==> config.mk <==
export PLATFORM = sky130hd
export DESIGN_NAME = tdm_demux4
export DESIGN_NICKNAME = d
export VERILOG_FILES = /design/src/rtl/tdm_demux4.sv
export SDC_FILE = /design/constraint.sdc
export NUM_CORES = 1
export LEC_CHECK = 0
export BUFFER_PORTS_ARGS = -buffer_cell sky130_fd_sc_hd__buf_4
export CAP_MARGIN = 20
export CORE_AREA = 2 2 51 53
export DETAILED_ROUTE_END_ITERATION = 7
export DIE_AREA = 0 0 53 55
export PLACE_DENSITY = 0.7
export RECOVER_POWER = 25
export SYNTH_ARGS = -nofsm -noshare
export SYNTH_HDL_FRONTEND = slang
export SYNTH_SLANG_ARGS = --single-unit
==> constraint.sdc <==
create_clock -name clk -period 2.1 [get_ports clk]
set_input_delay 0.105 -clock clk [delete_from_list [all_inputs] [get_ports clk]]
set_output_delay 0.105 -clock clk [all_outputs]
set_load 0.03 [all_outputs]
==> src/rtl/tdm_demux4.sv <==
// tdm_demux4: receive side of the 4:1 lane multiplexer.
// Aligns to the frame-sync marker on a serial TDM line, de-interleaves each
// frame of 4 slots (SLOT_BITS bits each, MSB first) into parallel lane words,
// tracks frame lock and flags sync violations.
module tdm_demux4 #(
    parameter int SLOT_BITS = 2
) (
    input  logic                     clk,
    input  logic                     rst,
    input  logic                     en,
    input  logic                     sdata_in,
    input  logic                     sync_in,
    output logic [4*SLOT_BITS-1:0]   lanes_out,
    output logic                     frame_valid,
    output logic                     locked,
    output logic                     sync_err
);

    // Bit counter is kept at least one bit wide; with SLOT_BITS=1 it simply stays 0.
    localparam int BW = (SLOT_BITS > 1) ? $clog2(SLOT_BITS) : 1;

    localparam logic [BW-1:0] BIT_LAST   = BW'(SLOT_BITS - 1);
    // Position immediately after (slot 0, bit 0): the next bit of slot 0, or
    // slot 1 when a slot is only one bit long.
    localparam logic [BW-1:0] BIT_FIRST  = BW'((SLOT_BITS == 1) ? 0 : 1);
    localparam logic [1:0]    SLOT_FIRST = (SLOT_BITS == 1) ? 2'd1 : 2'd0;

    typedef enum logic {
        HUNT   = 1'b0,
        LOCKED = 1'b1
    } state_t;

    typedef logic [3:0][SLOT_BITS-1:0] shadow_t;

    state_t        state;
    logic [BW-1:0] bit_cnt;
    logic [1:0]    slot_cnt;
    shadow_t       shadow;

    logic          at_start;
    logic          at_last;
    logic [BW-1:0] bit_adv;
    logic [1:0]    slot_adv;
    shadow_t       shadow_shift;
    shadow_t       shadow_fresh;

    // Frame position decode, next position, and the two candidate shadow updates.
    always_comb begin
        // NOTE: every output of this block gets a default first, so no path leaves it unassigned and no latch is inferred.
        at_start     = (bit_cnt == '0) && (slot_cnt == 2'd0);
        at_last      = (bit_cnt == BIT_LAST) && (slot_cnt == 2'd3);
        bit_adv      = bit_cnt;
        slot_adv     = slot_cnt;
        shadow_shift = shadow;
        shadow_fresh = '0;

        if (bit_cnt == BIT_LAST) begin
            bit_adv  = '0;
            slot_adv = slot_cnt + 2'd1;
        end else begin
            bit_adv  = bit_cnt + BW'(1);
        end

        // MSB-first assembly: shift the current slot left, new bit at the LSB.
        shadow_shift[slot_cnt] = (shadow[slot_cnt] << 1) | SLOT_BITS'(sdata_in);

        // Frame start: discard whatever was collected, the sync bit is slot 0's first bit.
        shadow_fresh[0][0] = sdata_in;
    end

    // Lock FSM, position counters, shadow registers and registered outputs.
    always_ff @(posedge clk) begin
        if (rst) begin
            // NOTE: the shadow is a handful of flops, so it is reset along with everything else; a partial frame never survives reset.
            state       <= HUNT;
            bit_cnt     <= '0;
            slot_cnt    <= 2'd0;
            shadow      <= '0;
            lanes_out   <= '0;
            frame_valid <= 1'b0;
            locked      <= 1'b0;
            sync_err    <= 1'b0;
        end else begin
            // NOTE: non-blocking assignments throughout, so every register sees the pre-edge values of the others.
            frame_valid <= 1'b0;
            sync_err    <= 1'b0;

            if (en) begin
                case (state)
                    HUNT: begin
                        if (sync_in) begin
                            shadow   <= shadow_fresh;
                            bit_cnt  <= BIT_FIRST;
                            slot_cnt <= SLOT_FIRST;
                            state    <= LOCKED;
                            locked   <= 1'b1;
                        end
                    end

                    LOCKED: begin
                        if (at_start) begin
                            if (sync_in) begin
                                shadow   <= shadow_fresh;
                                bit_cnt  <= BIT_FIRST;
                                slot_cnt <= SLOT_FIRST;
                            end else begin
                                // Expected marker missing: lose lock, drop the bit,
                                // keep the last good lanes_out.
                                sync_err <= 1'b1;
                                state    <= HUNT;
                                locked   <= 1'b0;
                            end
                        end else if (sync_in) begin
                            // Marker in the middle of a frame: restart the frame on this bit.
                            sync_err <= 1'b1;
                            shadow   <= shadow_fresh;
                            bit_cnt  <= BIT_FIRST;
                            slot_cnt <= SLOT_FIRST;
                        end else begin
                            shadow   <= shadow_shift;
                            bit_cnt  <= bit_adv;
                            slot_cnt <= slot_adv;
                            if (at_last) begin
                                lanes_out   <= shadow_shift;
                                frame_valid <= 1'b1;
                            end
                        end
                    end

                    default: begin
                        state  <= HUNT;
                        locked <= 1'b0;
                    end
                endcase
            end
        end
    end

endmodule

; ---- After elaboration in Yosys (flattened, before gate mapping)
; Index checks and enable logic that the tools add are counted.
[totals]
regBits = 23
wordCells = 64
in_bits = 5
output_inout_bits = 11
[classes]
n_mux = 29
bitwise = 6
n_lt_le_gt_ge = 2
eq_ne = 5
reduce_logical = 9
add_sub_neg = 2
[op_table]
columns = operator, n
row1 = 2-to-1 mux 8 bit, 3
row2 = case mux 8 bit (2 select lines), 1
row3 = 2-to-1 mux 1 bit, 13
row4 = 2-to-1 mux 2 bit, 5
row5 = bitwise mux 8 bit, 1
row6 = case mux 1 bit (2 select lines), 3
row7 = NOT 1 bit, 5
row8 = AND reduction 5 bit, 1
row9 = OR reduction 5 bit, 1
row10 = binary-select mux 2 bit (select 2 bit), 1
row11 = demux 2 bit (select 2 bit), 1
row12 = inequality test 2 bit (second input constant), 2
row13 = inequality test 4 x 2 -> 1 bit (second input constant), 1
row14 = case mux 2 bit (2 select lines), 1
row15 = AND reduction 4 bit, 1
row16 = logical AND 1 bit, 3
row17 = < comparator 2 x 3 -> 1 bit (second input constant), 1
row18 = OR reduction 3 bit, 1
row19 = adder 2 x 1 -> 2 bit (second input constant), 1
row20 = equality test 2 bit (second input constant), 1
row21 = >= comparator 2 x 1 -> 1 bit (second input constant), 1
row22 = logical NOT 2 bit, 1
row23 = inequality test 2 x 1 -> 1 bit (second input constant), 1
row24 = bitwise OR 2 x 1 -> 2 bit, 1
row25 = other kinds (2), 2

; ---- Depth between registers and ports, before layout
[logic_depth]
word_depth = 8
ltp_mapped = 11

; ---- Worst setup path before layout
; Ideal clock, no wire load.
[synth_timing]
kind = reg-to-reg
from = register slot_cnt[0]
to = register lanes_out[4]
t_arrival_ns = 1.801
period_less_slack_ns = 1.880
path_slack_ns = 0.220
path_stages_with_launch = 12
required_ns = 2.021
n_path_buf = 4
cell_sequence = dfxtp_1 inv_1 ha_1 clkbuf_1 nand2b_1 buf_2 ha_1 and4_1 buf_6 buf_8 nor2_2 a211oi_2
[synth_via]
elab_chain_cells = 5
word_cells_on_any_way = 12
classes_between = order compare: 2 / eq/ne: 1 / mux: 3 / bitwise: 1 / reduce/logical: 5
[synth_lines]
columns = item, line_no
row1 = start: declaration, 37  ; logic [1:0] slot_cnt;
row2 = start signal: assignment, 122  ; slot_cnt <= slot_adv;
row3 = < comparator 2 x 3 -> 1 bit (not written as such) or >= comparator 2 x 1 -> 1 bit (tied branches), 65  ; shadow_shift[slot_cnt] = (shadow[slot_cnt] << 1) | SLOT_BITS'(sdata_in);
row4 = logical AND 1 bit (not written as such), 65
row5 = 2-to-1 mux 2 bit (not written as such), 65
row6 = demux 2 bit (select 2 bit), 65
row7 = bitwise mux 8 bit, 65
row8 = end signal: assignment, 124  ; lanes_out <= shadow_shift;
row9 = end: declaration, 13  ; output logic [4*SLOT_BITS-1:0] lanes_out,
; Parallel ways exist; a longest one is shown, timed or not.
; A chain may end at the register's enable or synchronous reset.

; ---- Final worst setup path
[layout_timing]
from = register slot_cnt[0]
to = register lanes_out[7]
; Same word-level chain as after synthesis.

==> flow_summary.json <==
{
  "result_of_the_run": "complete, no violations",
  "worstSkewPairLatency_ns": 0.32,
  "hold_start": "sync_in",
  "detailedRoute.firstIterationViolations": 17,
  "synth.ff_latch_count": 22,
  "reg2reg_from": "slot_cnt[0]",
  "ioPinCount": 16,
  "finalHoldViolCount": 0,
  "max-clock-path-buffers": 2,
  "routed_via_count": 848,
  "cts_hold_buffers_added": 0,
  "met2WireLength_um": 955,
  "average_cell_area_after_synthesis_um2": 9.416,
  "drc": 0,
  "post-route-worst-setup-slack_ns": 0.2038,
  "number_of_inserted_diodes": 0,
  "place.port_buffers": 15,
  "length_of_the_first_detailed_routing_pass_in_iterations": 6,
  "start_kind": "flop",
  "synth-edff-count": 0,
  "root_buffer": "clkbuf_4",
  "worst_pin_slew_ns": 0.3658,
  "routed-wl-met3_um": 77,
  "setup_total_negative_slack_ns": 0,
  "grt_setup_unrepaired": "no",
  "netlist.area_leader.share": 0.4032,
  "antenna_found_initial": 0,
  "post_route_cells_drive_above_1_share": 0.1575,
  "wirelength_um": 2100,
  "vdd_drop_max_mv": 0.3792,
  "min_period_over_period": 0.9030,
  "rows": 18,
  "wirelength_per_cell_um": 13.38,
  "synth.lib_cells_used.distinct": 26,
  "critical_path.slowest_cell": "dfxtp_1",
  "max_clock_freq_mhz": 527.4,
  "layout-area-overhead-vs-synth_pct": 9.622,
  "number_of_max_cap_violations": 0,
  "floorplan.die.height_um": 55,
  "period_minus_slack_ns": 1.896,
  "synth_largest_area_cell": "dfxtp_1",
  "gp_routability_congestion": 0.7979,
  "nets": 139,
  "maxSlewHeadroom": 0.7572,
  "ys_async_rst_share": 0,
  "syn_area_mm2": 0.001092,
  "report.final.setup_viol": 0,
  "path_cells": "inv_1, ha_1, nand2b_1, ha_1, and4_1, buf_4, mux2i_1, nor2_1",
  "drt-vias-per-instance": 5.401,
  "synth_cells": 116,
  "netlist_top_cells_area": "dfxtp_1 40%, mux2i_1 12%, ha_1 6.9%",
  "pwr_density_mw_per_mm2": 615.4,
  "syn_nets": 127,
  "wirelength_met1_um": 1026,
  "crit_path_frequent_cell": "ha_1",
  "placeableCoreArea_mm2": 0.002365,
  "postCtsResizedCells": 0,
  "initial_core_util": 0.4619,
  "tritoncts_clock_tree": "done",
  "critPathCaptureType": "flop",
  "cts_made_buffers": 3,
  "path_class": "flop to flop",
  "grt_start_max_net_pins": 19,
  "preCtsSetupSlack_ns": 0.2333,
  "clk_pin_slew_worst_paths_ns": 0.13,
  "data_required_time_at_the_worst_endpoint_ns": 2.31,
  "first_global_vias": 764,
  "gr-total-overflow": 0,
  "grt_first_pass_wirelength_um": 3519,
  "chipWidth_um": 53,
  "top_count_cell_post_synth": "dfxtp_1",
  "die_area_mm2": 0.002915,
  "htree_num_levels": 1,
  "worstHoldPathType": "primary input to flop",
  "max_stage_delay_ns": 0.45,
  "postCtsSetupRepairBufs": 0,
  "synth.top_cells.by_count": "22 x dfxtp_1, 13 x mux2i_1, 13 x nor2_1",
  "top_layer_used": "met4",
  "ys.flop_type": "dfxtp_1",
  "ys.warnings.count": 0,
  "ys_seq_area_frac": 0.4032,
  "leakage_nw": 0.4644,
  "gr-usage-all-layers": 0.1691,
  "fin_worst_skew_ns": 0.01004,
  "cts_num_sinks": 22,
  "route.antenna.remaining_nets": 0,
  "path_max_fanout": 15,
  "maxSlewViolCount": 0,
  "final_hpwl_from_detailed_placement_um": 1512,
  "timing.critical_path.arrival_ns": 2.10,
  "origin_of_the_worst_setup_path": "slot_cnt[0]"
}
## cell type report
| cell class | count | area (µm²) |
|---|---|---|
| clock buffers | 4 | 36.28 |
| fillers | 239 | 1167 |
| inverters | 5 | 18.77 |
| multi-input cells | 79 | 566.8 |
| flip-flops and latches | 22 | 440.4 |
| well taps | 30 | 37.54 |
| repair buffers | 17 | 97.59 |
## power breakdown
group | total, mW | internal (mW) | leakage [nW] | switching [mW]
sequential | 0.432 | 0.424 | 0.178 | 0.00796
combinational | 0.0667 | 0.0250 | 0.265 | 0.0417
clock | 0.239 | 0.106 | 0.0210 | 0.133
total | 0.737 | 0.555 | 0.464 | 0.182
## critical path: cells and delay by family, from the launching register on
kind | cells | cell delay [ns]
fa+ha+maj | 2 | 0.44
simple gates | 3 | 0.36
mux | 1 | 0.21
buf+inv | 2 | 0.32
flops | 1 | 0.45
## path summary, 6_finish.rpt
kind	endpoint	slack [ns]	cells past startpoint
hold / removal	frame_valid	0.02	2
hold reg to reg	lanes_out[3]	0.51	2
setup reg to reg	lanes_out[7]	0.20	8
setup / recovery	lanes_out[7]	0.20	8
## cell usage in the layout, fill, tap and decap left out
| cell | instances |
|---|---|
| clkbuf_8 | 1 |
| ha_1 | 6 |
| nand3_1 | 5 |
| and4_1 | 1 |
| clkbuf_4 | 3 |
| o21ai_0 | 5 |
| inv_1 | 5 |
| nor2_2 | 3 |
| nor2_1 | 13 |
| a21oi_1 | 6 |
| clkbuf_1 | 8 |
| a221oi_1 | 2 |
| mux4_2 | 1 |
| or3_1 | 2 |
| nor3b_1 | 2 |
| a211oi_2 | 3 |
| a2111oi_0 | 1 |
| and2_1 | 1 |
| nand2b_1 | 2 |
| buf_4 | 9 |
| dfxtp_1 | 22 |
| mux2i_1 | 13 |
| nand2_1 | 6 |
| nor3_1 | 1 |
| a211oi_1 | 6 |
## state kept, by name, summed over array words and instances, names as in the netlist
signal,cells
frame_valid,1
shadow,7
lanes_out,8
sync_err,1
bit_cnt,1
locked,1
slot_cnt,2
state,1
## per-stage QoR
step,instance area [µm²],power (mW),hold WS (ns),util,cells
detailed placement,1191,0.5072,0.3629,0.5037,153
floorplan,1092,0.4862,0.2489,-,116
finish,1197,0.7369,0.02311,0.5063,157
CTS,1227,0.7407,0.02101,0.5190,157
global route,1197,0.7670,0.03036,0.5063,157
global placement,1191,0.5050,0.3587,0.5037,153
## logic make-up (layout without fill, tap and decap cells)
kind of cell / Yosys count / count (layout) / synth area share
flops: 22 / 22 / 0.4032
fa+ha+maj: 6 / 6 / 0.06873
simple gates: 36 / 36 / 0.1604
compound gates: 23 / 23 / 0.1501
mux: 14 / 14 / 0.1397
buf+inv: 15 / 26 / 0.07788
## per-layer routing
layer / vias to the layer above / global-route usage
met5: - / 0
met4: 0 / 0.07692
met3: 5 / 0.03495
met2: 14 / 0.2875
met1: 402 / 0.2070
li1: 427 / -
Note: power is estimated with default switching activity, not from simulation.
